<file path="src/rtl/wb_initiator.sv">
// rtl/wb_initiator.sv - single-outstanding Wishbone pipelined master with retry and timeout
//
// Accepts one request at a time on a valid/ready handshake. It issues that request as one
// Wishbone pipelined cycle and returns a single-cycle response pulse.
//
// Ports:
//   clk_i, rst_n_i           clock, synchronous active-low reset
//   req_valid_i/req_ready_o  request handshake (ready only while idle)
//   req_we_i, req_adr_i, req_dat_i, req_sel_i   request fields, captured on accept
//   rsp_valid_o              one-cycle completion pulse
//   rsp_dat_o                read data (held; updated only by read ack/err)
//   rsp_err_o, rsp_tmo_o     error / timeout flags, valid with rsp_valid_o
//   wb_cyc_o, wb_stb_o, wb_we_o, wb_adr_o, wb_sel_o, wb_dat_o   Wishbone master outputs
//   wb_ack_i, wb_err_i, wb_rty_i, wb_stall_i, wb_dat_i          Wishbone slave responses

module wb_initiator #(
    parameter int TIMEOUT_CYCLES = 255,
    parameter int RETRY_MAX      = 3
) (
    input  logic        clk_i,
    input  logic        rst_n_i,
    input  logic        req_valid_i,
    output logic        req_ready_o,
    input  logic        req_we_i,
    input  logic [31:0] req_adr_i,
    input  logic [31:0] req_dat_i,
    input  logic [3:0]  req_sel_i,
    output logic        rsp_valid_o,
    output logic [31:0] rsp_dat_o,
    output logic        rsp_err_o,
    output logic        rsp_tmo_o,
    output logic        wb_cyc_o,
    output logic        wb_stb_o,
    output logic        wb_we_o,
    output logic [31:0] wb_adr_o,
    output logic [3:0]  wb_sel_o,
    output logic [31:0] wb_dat_o,
    input  logic        wb_ack_i,
    input  logic        wb_err_i,
    input  logic        wb_rty_i,
    input  logic        wb_stall_i,
    input  logic [31:0] wb_dat_i
);

    typedef enum logic [2:0] {
        S_IDLE,
        S_ISSUE,
        S_WAIT,
        S_BACKOFF,
        S_RESP
    } state_t;

    // The counter value in a cycle is the number of earlier bus-active cycles, so the
    // TIMEOUT_CYCLES-th active cycle is the one where it equals TIMEOUT_CYCLES-1.
    localparam logic [15:0] TMO_LAST = 16'(TIMEOUT_CYCLES - 1);
    localparam logic [3:0]  RTY_LIM  = 4'(RETRY_MAX);

    state_t      state;
    state_t      state_nxt;
    logic [15:0] tmo_cnt;
    logic [3:0]  rty_cnt;

    logic accept;
    logic bus_active;
    logic term_window;
    logic t_err;
    logic t_ack;
    logic t_rty;
    logic tmo_hit;
    logic rty_left;

    assign accept      = (state == S_IDLE) && req_valid_i;
    assign bus_active  = (state == S_ISSUE) || (state == S_WAIT);
    // A slave may only terminate a strobe it has accepted, or while we wait for it.
    assign term_window = ((state == S_ISSUE) && !wb_stall_i) || (state == S_WAIT);
    // Priority: err over ack over rty.
    assign t_err       = term_window && wb_err_i;
    assign t_ack       = term_window && !wb_err_i && wb_ack_i;
    assign t_rty       = term_window && !wb_err_i && !wb_ack_i && wb_rty_i;
    assign tmo_hit     = bus_active && (tmo_cnt == TMO_LAST);
    assign rty_left    = (rty_cnt < RTY_LIM);

    // State register
    always_ff @(posedge clk_i) begin
        if (!rst_n_i) begin
            state <= S_IDLE;
        end else begin
            state <= state_nxt;
        end
    end

    // Next-state logic
    always_comb begin
        state_nxt = state;
        case (state)
            S_IDLE: begin
                if (req_valid_i) begin
                    state_nxt = S_ISSUE;
                end
            end
            S_ISSUE, S_WAIT: begin
                if (t_err || t_ack) begin
                    state_nxt = S_RESP;
                end else if (t_rty) begin
                    state_nxt = rty_left ? S_BACKOFF : S_RESP;
                end else if (tmo_hit) begin
                    state_nxt = S_RESP;
                end else if ((state == S_ISSUE) && !wb_stall_i) begin
                    state_nxt = S_WAIT;
                end
            end
            S_BACKOFF: state_nxt = S_ISSUE;
            S_RESP:    state_nxt = S_IDLE;
            default:   state_nxt = S_IDLE;
        endcase
    end

    // Output decode
    always_comb begin
        req_ready_o = 1'b0;
        wb_cyc_o    = 1'b0;
        wb_stb_o    = 1'b0;
        rsp_valid_o = 1'b0;
        case (state)
            S_IDLE:  req_ready_o = 1'b1;
            S_ISSUE: begin
                wb_cyc_o = 1'b1;
                wb_stb_o = 1'b1;
            end
            S_WAIT:  wb_cyc_o    = 1'b1;
            S_RESP:  rsp_valid_o = 1'b1;
            default: ;
        endcase
    end

    // Captured request, counters and response registers
    always_ff @(posedge clk_i) begin
        if (!rst_n_i) begin
            wb_we_o   <= 1'b0;
            wb_adr_o  <= 32'd0;
            wb_sel_o  <= 4'd0;
            wb_dat_o  <= 32'd0;
            rsp_dat_o <= 32'd0;
            rsp_err_o <= 1'b0;
            rsp_tmo_o <= 1'b0;
            tmo_cnt   <= 16'd0;
            rty_cnt   <= 4'd0;
        end else begin
            if (accept) begin
                wb_we_o   <= req_we_i;
                wb_adr_o  <= req_adr_i;
                wb_sel_o  <= req_sel_i;
                wb_dat_o  <= req_dat_i;
                rsp_err_o <= 1'b0;
                rsp_tmo_o <= 1'b0;
                tmo_cnt   <= 16'd0;
                rty_cnt   <= 4'd0;
            end

            // Each re-issue gets a fresh timeout budget.
            if (state == S_BACKOFF) begin
                tmo_cnt <= 16'd0;
            end

            if (bus_active && (tmo_cnt != 16'hFFFF)) begin
                tmo_cnt <= tmo_cnt + 16'd1;
            end

            if (t_err) begin
                rsp_err_o <= 1'b1;
                if (!wb_we_o) begin
                    rsp_dat_o <= wb_dat_i;
                end
            end else if (t_ack) begin
                if (!wb_we_o) begin
                    rsp_dat_o <= wb_dat_i;
                end
            end else if (t_rty) begin
                if (rty_left) begin
                    rty_cnt <= rty_cnt + 4'd1;
                end else begin
                    rsp_err_o <= 1'b1;
                end
            end else if (tmo_hit) begin
                rsp_err_o <= 1'b1;
                rsp_tmo_o <= 1'b1;
            end
        end
    end

endmodule

</file>
<file path="config.mk">
export PLATFORM = sky130hd
export DESIGN_NAME = wb_initiator
export DESIGN_NICKNAME = d
export VERILOG_FILES = /design/src/rtl/wb_initiator.sv
export SDC_FILE = /design/constraint.sdc
export NUM_CORES = 1
export LEC_CHECK = 0
export BUFFER_PORTS_ARGS = -buffer_cell sky130_fd_sc_hd__buf_2
export CAP_MARGIN = 20
export CORE_MARGIN = 5
export CORE_UTILIZATION = 45
export DETAILED_ROUTE_END_ITERATION = 10
export PLACE_DENSITY = 0.8
export SLEW_MARGIN = 40
export SYNTH_ARGS = -nofsm -noshare
export SYNTH_HDL_FRONTEND = slang
export SYNTH_SLANG_ARGS = --single-unit
</file>
<file path="constraint.sdc">
create_clock -name clk_i -period 2.34 [get_ports clk_i]
set_clock_uncertainty 0.2 [all_clocks]
set_input_delay 0.468 -clock clk_i [delete_from_list [all_inputs] [get_ports clk_i]]
set_output_delay 0.468 -clock clk_i [all_outputs]
set_load 0.01 [all_outputs]
</file>
==> results by stage <==
Routing:
- For this run, the detailed router's first-pass iteration total came to 4.
- The routed design has 13.6 mm of wire.
- The DRC violation count after routing is 0.
- The average wire length per cell after detail routing is 14.1 microns.
- In the routed layout, each cell is associated on average with a via count of 5.02.
- The remaining number of nets flagged by the antenna check after routing is 0.
- The detailed router's first-iteration violation count is 407.
- The overall via count from detail_route is 4830.

Timing:
- The maximum clock frequency is 458 MHz.
- The worst pin sits at a relative slew slack of 0.625.
- Across all setup checks in the final design, the least slack found is 0.154 ns.
- The pin slew with the least headroom to its limit is 0.562 ns.
- Summed over all failing endpoints, the final setup total negative slack is 0 ns.
- The hold violation count in the final report was 0.
- The number of max-slew violations in the final report is 0.
- Setup repair after global routing left no endpoint under its margin.
- Setup violations remaining at the end of the flow were counted as 0.
- Across all hold checks on the routed design, the worst slack comes to 0.0908 ns.
- The final period demand of the worst path is 2.19 ns.
- Dividing the final minimum period by the clock period gives 0.934.

Clocking:
- The count of clock tree sinks is 126.
- The clock edge transition at the registers on the reported setup and hold paths is 0.05 ns.
- The clock reaches the later pin of the worst-skew pair after 0.41 ns.
- TritonCTS built the clock tree.
- The number of buffers on the longest clock path is 2.
- The total CTS buffers is 17.
- The cell sitting at the root of the clock tree is a clkbuf_16.
- The H-tree generated during clock tree synthesis spans 4 levels.
- The total setup buffers inserted after CTS is 0.

Placed design:
- After legalization and detailed placement, the total HPWL measured 9.58 mm.
- The final weighted congestion of routability-driven global placement is 0.870.
- Timing analysis after detailed placement gives a worst setup slack of 0.110 ns.
- The number of instances in the placed design is 933.
- Port buffering added 214 buffers.

Cells and area:
- The share of layout cells above drive strength 1 is 0.327.
- The area taken by multi-input logic gates is 2430 sq um.
- The number of nets at the end of the flow is 920.
- In the layout the commonest cells are buf_2, nand2_1, dfxtp_1.
- The filler cells instantiated in the layout total 1027.
- The register area is 2520 sq um.
- The count of placed standard cells in the final layout, fillers left out is 963.
- The signed area change from the synthesized netlist to the final layout is 33.6%.
- The most frequent standard cell in the layout excluding fill and tap cells is buf_2.
- The number of antenna diodes in the final layout is 0.

Global route:
- For this run the aggregate overflow at the end of global routing stands at 0.
- The initial antenna violation count is 0.
- The via count of the first global-routing pass is 4384.
- Across every metal layer, demand over resource in global routing totals 0.197.
- The largest net degree at the start of global routing is 72.
- The global-route wire length before repair is 21.0 mm.

Setup path:
- STA classifies the critical path endpoint as an output pin.
- The worst setup path is launched from a flop.
- Walking the worst path, the cells encountered are and2b_2 -> and2_1 -> buf_2.
- Data on the critical path arrives at its endpoint at 1.52 ns.
- The largest individual stage delay along the critical path comes from the cell dfxtp_1.
- The maximum fanout along the worst path is 8.
- The required time at the worst-slack endpoint is 1.67 ns.
- The delay of the slowest cell on the worst path is 0.49 ns.
- Grouping stages by cell kind, the critical path spends the most delay in flip-flops.
- The critical path class is flop to output pin.
- The number of buffers and inverters on the critical path is 1.

Die:
- The starting density of the core is 0.455.
- The floorplan row count is 39.
- The overall die area is 13700 sq um.
- The I/O pin count is 215.
- The die boundary width is 117 microns.
- The area inside the core boundary is 11300 sq um.
- The height of the die is 117 microns.

Yosys:
- Among all flip-flop cells after synthesis, the most frequent one is dfxtp_1.
- Counting every instance in the synthesized netlist gives 608.
- Of the synthesized area, sequential elements account for 0.490.
- Averaged over all synthesized cells, the footprint is 8.47 sq um.
- When the netlist entered floorplanning its net count stood at 719.
- The number of different library cells in the post-synthesis netlist is 53.
- The number of enable flip-flop cells after synthesis is 0.
- The count of state elements after synthesis is 126.
- The share of synthesized registers carrying an async set or reset is 0.
- The mapped netlist covers 5150 sq um.
- The count of synthesis-stage warnings from yosys is 0.

Pwr:
- The leakage dissipation is 3.21 nW.
- The total power per unit cell area is 1110 nW/um^2.
- The worst-case IR drop observed on VDD is 600 uV.

Worst hold path:
- The type of the most critical hold path is input pin to flop.

Run:
- The number of violations of the max-capacitance limit is 0.

Outcome:
- The run finished with clean final reports.
[path summary, 6_finish.rpt]
kind                              start                    endpoint  slack (ns)  cells after the start
max               state[1]$_SDFFE_PN0P_                    wb_stb_o        0.15                      3
max reg2reg     tmo_cnt[0]$_SDFFE_PN0P_    tmo_cnt[10]$_SDFFE_PN0P_        0.19                      6
min                       req_adr_i[21]   wb_adr_o[21]$_SDFFE_PN0P_        0.09                      3
min reg2reg  rsp_dat_o[23]$_SDFFE_PN0P_  rsp_dat_o[23]$_SDFFE_PN0P_        0.25                      2
[timing repair]
action,4_1_cts,5_1_grt
resized for setup,0,4
endpoints found under the setup margin,0,11
hold buffers,0,0
[synth_stat cells (4+ instances only)]
| master | count | share of area |
|---|---|---|
| dfxtp_1 | 126 | 0.49 |
| nand2_1 | 214 | 0.16 |
| a22o_1 | 4 | 0.0068 |
| a21boi_0 | 67 | 0.098 |
| nor3_1 | 14 | 0.014 |
| buf_2 | 15 | 0.015 |
| clkbuf_1 | 23 | 0.017 |
| nor2_1 | 12 | 0.0087 |
| o21a_1 | 4 | 0.0058 |
| a21boi_1 | 36 | 0.052 |
| nand4_1 | 4 | 0.0049 |
| a211o_1 | 4 | 0.0068 |
| and3_1 | 12 | 0.015 |
| nand3_1 | 11 | 0.011 |
| inv_1 | 7 | 0.0051 |
| and2_1 | 4 | 0.0049 |
[worst register-to-register path: cells and delay by family (launching register included)]
kind	cells	cell delay (ns)
compound gates	1	0.25
simple gates	4	0.96
fa+ha+maj	1	0.23
flops	1	0.39
[layer usage]
metal | wire [microns] | vias up | global-route usage
met2 | 6310 | 193 | 0.327
met4 | 231 | 0 | 0.0963
li1 | - | 2433 | -
met5 | 0 | - | 0
met3 | 1360 | 20 | 0.0730
met1 | 5670 | 2184 | 0.223
[cell families (layout without fill, tap and decap cells)]
group	after synthesis	in the layout	share of synthesized area
xor+xnor	3	3	0.00510
compound gates	137	137	0.207
fa+ha+maj	3	3	0.00729
simple gates	288	288	0.243
flops	126	126	0.490
mux	2	2	0.00389
buf+inv	49	261	0.0437
[final cells by class]
cell class / count / area share
inverter: 7 / 0.00382
timing repair buffer: 224 / 0.170
clock buffer: 22 / 0.0660
clock inverter: 8 / 0.0135
sequential: 126 / 0.367
tap: 143 / 0.0260
multi-input combinational: 433 / 0.354
[registers in the layout, indices dropped and copies added, names as in the netlist]
name and count:
wb_dat_o 32, rsp_err_o 1, wb_adr_o 32, rsp_tmo_o 1
tmo_cnt 16, rsp_dat_o 32, state 3, wb_sel_o 4
wb_we_o 1, rty_cnt 4
[metrics by stage]
step | instance area (sq um) | util | power (mW)
floorplan | 5150 | - | 4.34
global placement | 6310 | 0.557 | 5.19
detailed placement | 6310 | 0.557 | 5.24
CTS | 6860 | 0.606 | 7.72
global route | 6880 | 0.608 | 8.16
finish | 6880 | 0.608 | 7.66
[report_power, final]
group	total, mW	internal [mW]	switching [mW]	leakage (nW)
registers	2.79	2.56	0.228	1.03
logic	2.41	0.925	1.48	1.92
clock network	2.46	1.57	0.890	0.269
Power figures use the tool's default switching activity.
